File: src/rtl/scrambler_ctrl_64b66b.sv
// 64b/66b transmit scrambler controller: x^58+x^39+1 payload scrambler,
// header passthrough, valid/ready in and out, invalid-header counter.
// Ports: CLK, rst (async high); s_valid/s_ready/s_data/s_header in;
// m_valid/m_ready/m_data out; scr_enable; err_cnt, hdr_err status.
// Optional SCR_SEED_LOAD_EN adds seed_load/seed and the RESEED state.
module scrambler_ctrl_64b66b #(
  parameter int ERR_W = 8
) (
  input  logic             CLK,
  input  logic             rst,
  input  logic             s_valid,
  output logic             s_ready,
  input  logic [63:0]      s_data,
  input  logic [1:0]       s_header,
  output logic             m_valid,
  input  logic             m_ready,
  output logic [65:0]      m_data,
  input  logic             scr_enable,
`ifdef SCR_SEED_LOAD_EN
  input  logic             seed_load,
  input  logic [57:0]      seed,
`endif
  output logic [ERR_W-1:0] err_cnt,
  output logic             hdr_err
);

  typedef enum logic [1:0] {
    INIT,
    RUN,
    RESEED
  } state_t;

  localparam logic [ERR_W-1:0] ERR_MAX = {ERR_W{1'b1}};

  state_t      state;
  logic [57:0] scr_s;
  logic        legal;
  logic        do_scr;
  logic        accept;
  logic [63:0] y;

  // History h[57:0] is the state (h[57] newest); each scrambled bit
  // extends it, so y[n] = d[n] ^ h[n+19] ^ h[n].
  function automatic logic [63:0] scramble(
    input logic [63:0] d,
    input logic [57:0] s
  );
    logic [121:0] h;
    h = '0;
    h[57:0] = s;
    for (int n = 0; n < 64; n++)
      h[58+n] = d[n] ^ h[n+19] ^ h[n];
    return h[121:58];
  endfunction

  always_comb begin
    legal  = ^s_header;
    do_scr = scr_enable && legal;
    y      = scramble(s_data, scr_s);
`ifdef SCR_SEED_LOAD_EN
    // A reseed request blocks acceptance in the same cycle.
    s_ready = (state == RUN) && (!m_valid || m_ready) && !seed_load;
`else
    s_ready = (state == RUN) && (!m_valid || m_ready);
`endif
    accept = s_valid && s_ready;
  end

  always_ff @(posedge CLK or posedge rst) begin
    if (rst) begin
      state   <= INIT;
      scr_s   <= '1;
      m_valid <= 1'b0;
      m_data  <= '0;
      hdr_err <= 1'b0;
      err_cnt <= '0;
    end else begin
      unique case (state)
        INIT: state <= RUN;
        RUN: begin
`ifdef SCR_SEED_LOAD_EN
          if (seed_load) begin
            scr_s <= seed;
            state <= RESEED;
          end
`endif
        end
        RESEED: state <= RUN;
        default: state <= INIT;
      endcase
      if (accept) begin
        m_valid <= 1'b1;
        hdr_err <= !legal;
        if (do_scr) begin
          m_data <= {y, s_header};
          scr_s  <= y[63:6];
        end else begin
          m_data <= {s_data, s_header};
        end
        if (!legal && err_cnt != ERR_MAX)
          err_cnt <= err_cnt + 1'b1;
      end else if (m_ready) begin
        m_valid <= 1'b0;
      end
    end
  end

endmodule

File: config.mk
export PLATFORM = sky130hd
export DESIGN_NAME = scrambler_ctrl_64b66b
export DESIGN_NICKNAME = d
export VERILOG_FILES = /design/src/rtl/scrambler_ctrl_64b66b.sv
export SDC_FILE = /design/constraint.sdc
export NUM_CORES = 1
export LEC_CHECK = 0
export CORE_MARGIN = 2
export CORE_UTILIZATION = 49
export CTS_CLUSTER_DIAMETER = 150
export DETAILED_ROUTE_END_ITERATION = 12
export HOLD_SLACK_MARGIN = 0.05
export PLACE_DENSITY = 0.83
export SLEW_MARGIN = 30
export SYNTH_ARGS = -nofsm -noshare
export SYNTH_HDL_FRONTEND = slang
export SYNTH_SLANG_ARGS = --single-unit
File: constraint.sdc
create_clock -name CLK -period 15.25 [get_ports CLK]
set_input_delay 4.575 -clock CLK [delete_from_list [all_inputs] [get_ports CLK]]
set_output_delay 4.575 -clock CLK [all_outputs]
set_load 0.005 [all_outputs]
# Yosys cells after proc, flatten, opt, wreduce, memory -nomap -nowiden
# Cells that the tools add are included.
dict set report word_totals {
  reg_bits 136
  out_inout_bits 77
  input_bits 71
  word_cells 155
}
dict set report op_classes {
  eq_ne 3
  n_addsub 1
  bitwise 128
  mux 4
  n_reduce_logical 13
}
# op count
set op_table {}
lappend op_table {{$xor 1x1->1} 128}
lappend op_table {{$mux 66} 1}
lappend op_table {{$add 8x1->8 const B} 1}
lappend op_table {{$ne 8x8->1 const B} 1}
lappend op_table {{$logic_and 1x1->1} 4}
lappend op_table {{$pmux 2 s2} 1}
lappend op_table {{$reduce_and 2->1} 2}
lappend op_table {{$eq 2x1->1 const B} 1}
lappend op_table {{$eq 2x2->1 const B} 1}
lappend op_table {{$logic_not 1->1} 2}
lappend op_table {{$logic_not 2->1} 1}
lappend op_table {{$mux 1} 2}
lappend op_table {{$reduce_bool 2->1} 1}
lappend op_table {{$reduce_or 2->1} 1}
lappend op_table {{$reduce_xor 2->1} 1}
lappend op_table {{$logic_or 1x1->1} 1}

# Logic depth before layout (Yosys ltp)
dict set report logic_depth {
  depth_word 5
  mapped_depth 8
  mapped_depth_nobuf 5
}

# Worst setup path before layout
# No wires, ideal clock.
dict set report synth_timing {
  path_kind {input to output}
  from {input m_ready}
  to {output s_ready}
  cell_stages 2
  n_path_buf 0
  required_ps 10675
  path_slack_ps 5779
  arrival_ps 4896
  path_cell_list {nand2b_1 -> and2_1}
}
dict set report synth_via {
  elab_chain_len 2
}
# item line_no
set synth_rtl {}
lappend synth_rtl {{start: declaration} 16} ;# input logic m_ready,
lappend synth_rtl {{$logic_or 1x1->1} 64} ;# s_ready = (state == RUN) && (!m_valid || m_ready);
lappend synth_rtl {{$logic_and 1x1->1} 64}
lappend synth_rtl {{end: declaration} 12} ;# output logic s_ready,
# No other way between the ends.

# Worst setup path after layout
# Same ends and word-level chain as after synthesis.

==> impl_metrics.csv <==
group,metric,value,unit
sta,fmax,94.88,MHz
clock_tree,htree_levels,4,
sta,fin_crit,10540,ps
yosys,yosysWarningCount,0,
critical_path,r2r_slack,13410,ps
sta,setup-violations-final,0,
clock_tree,clock-sinks,135,
clock_tree,insertion_delay,420,ps
clock_tree,cts_setup_buffers,0,
sta,slew_viol_final,0,
cells_and_area,num-nets-final,942,
drt,wl_per_cell,16.81,um
yosys,post-synth-top-area-fraction,27.01,%
floorplan,dieArea,0.01554,mm^2
drt,wirelength,17.94,mm
sta,slew_headroom,49.01,%
sta,rsz0062_at_grt,"false",
critical_path,crit_type,"primary input to output port",
clock_tree,cts_max_path_buffers,2,
floorplan,io_pins,148,
critical_path,worst_ep_required_time,10680,ps
floorplan,die-width,124.7,um
clock_tree,cts_tree,"yes",
critical_path,critPathTopFamily,"buffers and inverters",
yosys,syn_area_per_cell,9.667,um^2
worst_hold_path,hold_path_class,"register to register",
grt,grt_pass1_wl,28.70,mm
drt,via_count,5296,
clock_tree,path_clk_slew,50,ps
sta,max_slew.worst_pin.slew,764.9,ps
critical_path,crit_arrival,5960,ps
floorplan,initial_core_util,49.65,%
yosys,yosys.area_share.simple,11.57,%
grt,grt.total_usage,23.94,%
cells_and_area,layout-drive-gt1-share,11.33,%
placed_design,place_hpwl,12.85,mm
critical_path,slowest_delay,550,ps
sta,fin_skew,7.927,ps
critical_path,critPathCaptureType,"output port",
clock_tree,ctsHoldBuffers,0,
power_and_ir_drop,pwr_density_cell,205.7,mW/mm^2
grt,grt_pass1_vias,5342,
placed_design,dpl_cell_area,0.008708,mm^2
sta,period_share,69.11,%
drt,ant_nets,0,
yosys,synth.cell_area,0.007134,mm^2
yosys,synth.area.mux_share,1.263,%
power_and_ir_drop,vdd_drop_max,0.1086,mV
sta,finalHoldViolations,0,
floorplan,std_cell_rows,44,
drt,drtPass1Iterations,4,
critical_path,crit_chain,"clkdlybuf4s50_1 -> nand2b_1 -> and2_1 -> clkdlybuf4s50_1",
yosys,yosys.area.top_type,"dfrtp_1",
cells_and_area,diodes,0,
yosys,synth_top_family_by_area,"XOR/XNOR gates",
power_and_ir_drop,p_leak,3.803,nW
grt,overflow,0,
critical_path,crit_fanout,4,
grt,grt_max_degree,132,
drt,drc,0,
critical_path,cp_common_cell,"clkdlybuf4s50_1",
job,drv_cap,0,
cells_and_area,post-route-cell-area,0.009284,mm^2
critical_path,cp_slowest_cell,"clkdlybuf4s50_1",
placed_design,gp_congestion,0.8672,
yosys,yosys-top-cells-area,"dfrtp_1, dfstp_2, xnor2_1, xor2_1, nand2_1",
yosys,syn-instance-count,738,
status,status,"finished, final reports clean",
clock_tree,cts_root_buf,"clkbuf_16",
critical_path,cp_num_buf_inv,2,
yosys,ys_ff_latch,135,
yosys,yosys.area_share.xor_xnor,27.38,%
yosys,synth-compound-area-share,8.664,%
placed_design,port_buffers,147,
yosys,synthAdderAreaFrac,0.1754,%
yosys,yosysSeqAreaShare,48.37,%
critical_path,critPathLaunchType,"primary input",
yosys,syn-num-nets,810,
floorplan,die_h,124.7,um
cells_and_area,syn2layout_area_growth,30.13,%
sta,tns,0,ps
yosys,ys_types,29,
clock_tree,numCtsBuffers,17,
grt,antenna_found_initial,0,
clock_tree,cts_resized,0,
drt,drtIter0Drc,328,
floorplan,core-area,0.01437,mm^2
drt,drt-vias-per-instance,4.963,
## routing by layer
| metal | up-vias | track usage [%] | part of all wire (%) |
|---|---|---|---|
| met5 | - | 0 | 0 |
| met4 | 0 | 10.11 | 3.3 |
| met3 | 39 | 5.584 | 5.7 |
| met2 | 149 | 39.28 | 49 |
| met1 | 2497 | 30.48 | 42 |
| li1 | 2611 | - | - |
## cells in the mapped netlist
| cell | number |
|---|---|
| a21boi_4 | 1 |
| a21o_1 | 1 |
| nand4_1 | 3 |
| nand2_2 | 1 |
| and3_1 | 1 |
| clkbuf_1 | 18 |
| nor3_1 | 1 |
| buf_4 | 1 |
| buf_1 | 5 |
| buf_2 | 12 |
| nor2_1 | 28 |
| nand3_1 | 1 |
| mux2_2 | 8 |
| dfstp_2 | 58 |
| buf_6 | 2 |
| nor2b_1 | 2 |
| inv_1 | 1 |
| a31oi_1 | 1 |
| conb_1 | 1 |
| dfrtp_1 | 77 |
| a21oi_1 | 1 |
| xnor2_1 | 116 |
| and2_1 | 2 |
| ha_1 | 1 |
| nand2b_1 | 2 |
| nor3b_1 | 1 |
| xor2_1 | 107 |
| o21ai_0 | 116 |
| nand2_1 | 169 |
## cells in the final DEF, fill, tap and decap left out, types with 2 or more instances in the layout
cell type	count
nor2b_1	2
nand2b_1	2
clkbuf_1	7
clkbuf_8	6
nor2_1	28
o21ai_0	116
clkbuf_16	17
nand4_1	3
mux2_2	8
buf_4	3
and2_1	2
nand2_1	167
clkdlybuf4s50_1	147
dfrtp_1	77
nand2_2	2
xnor2_1	116
dfstp_2	58
xor2_1	107
## stage by stage
step | hold slack, ps | worst slack, ps | utilization [%] | power (mW) | cells
2_1_floorplan | 463.6 | 5779 | - | 1.209 | 738
3_3_place_gp | 459.3 | 4805 | 60.55 | 1.486 | 1035
3_5_place_dp | 470.1 | 4711 | 60.61 | 1.514 | 1035
4_1_cts | 481.7 | 4708 | 64.57 | 1.923 | 1067
5_1_grt | 504.4 | 4618 | 64.61 | 2.040 | 1067
6_report | 474.5 | 4710 | 64.61 | 1.910 | 1067
## report_power, final
group          leakage, nW  internal, mW  switching (mW)
logic                 1.96         0.420           0.407
registers             1.57         0.548           0.137
clock network        0.279         0.251           0.147
total                 3.80          1.22           0.691
## layout make-up
cell class,instances,area [um^2]
well taps,184,230.2
repair buffers,151,1505
clock inverters,2,35.03
clock buffers,30,534.3
inverters,1,6.256
flip-flops and latches,135,3451
fillers,1186,5085
multi-input cells,564,3522
## tightest hold or removal path: stages, from the launching register on
cell and delay [ps]:
dfrtp_1 340, nand2_1 40, o21ai_0 60
## path summary, 6_finish.rpt
path | start | end | depth (start not counted)
worst max-delay path | m_ready | s_ready | 4
worst min-delay path | m_data[2]$_DFFE_PP0P_ | m_data[2]$_DFFE_PP0P_ | 2
worst max register to register | m_valid$_DFFE_PP0P_ | err_cnt[1]$_DFFE_PP0P_ | 4
worst min register to register | m_data[2]$_DFFE_PP0P_ | m_data[2]$_DFFE_PP0P_ | 2
max in group asynchronous | rst | scr_s[46]$_DFFE_PP1P_ | 4
min in group asynchronous | rst | m_data[61]$_DFFE_PP0P_ | 2
## registers in the layout (all words and copies together), names as in the netlist
name / count
scr_s: 58
state: 1
err_cnt: 8
m_data: 66
hdr_err: 1
m_valid: 1
## kinds of logic (layout without fill, tap and decap cells)
| kind of cell | Yosys count | after routing |
|---|---|---|
| multiplexers | 8 | 8 |
| flip-flops | 135 | 135 |
| other | 1 | 1 |
| AND/OR/NAND/NOR | 211 | 211 |
| adder cells (fa/ha/maj) | 1 | 1 |
| buffers and inverters | 39 | 184 |
| XOR/XNOR | 223 | 223 |
| AO/OA/AOI/OAI | 120 | 120 |
Power figures use the tool's default switching activity.
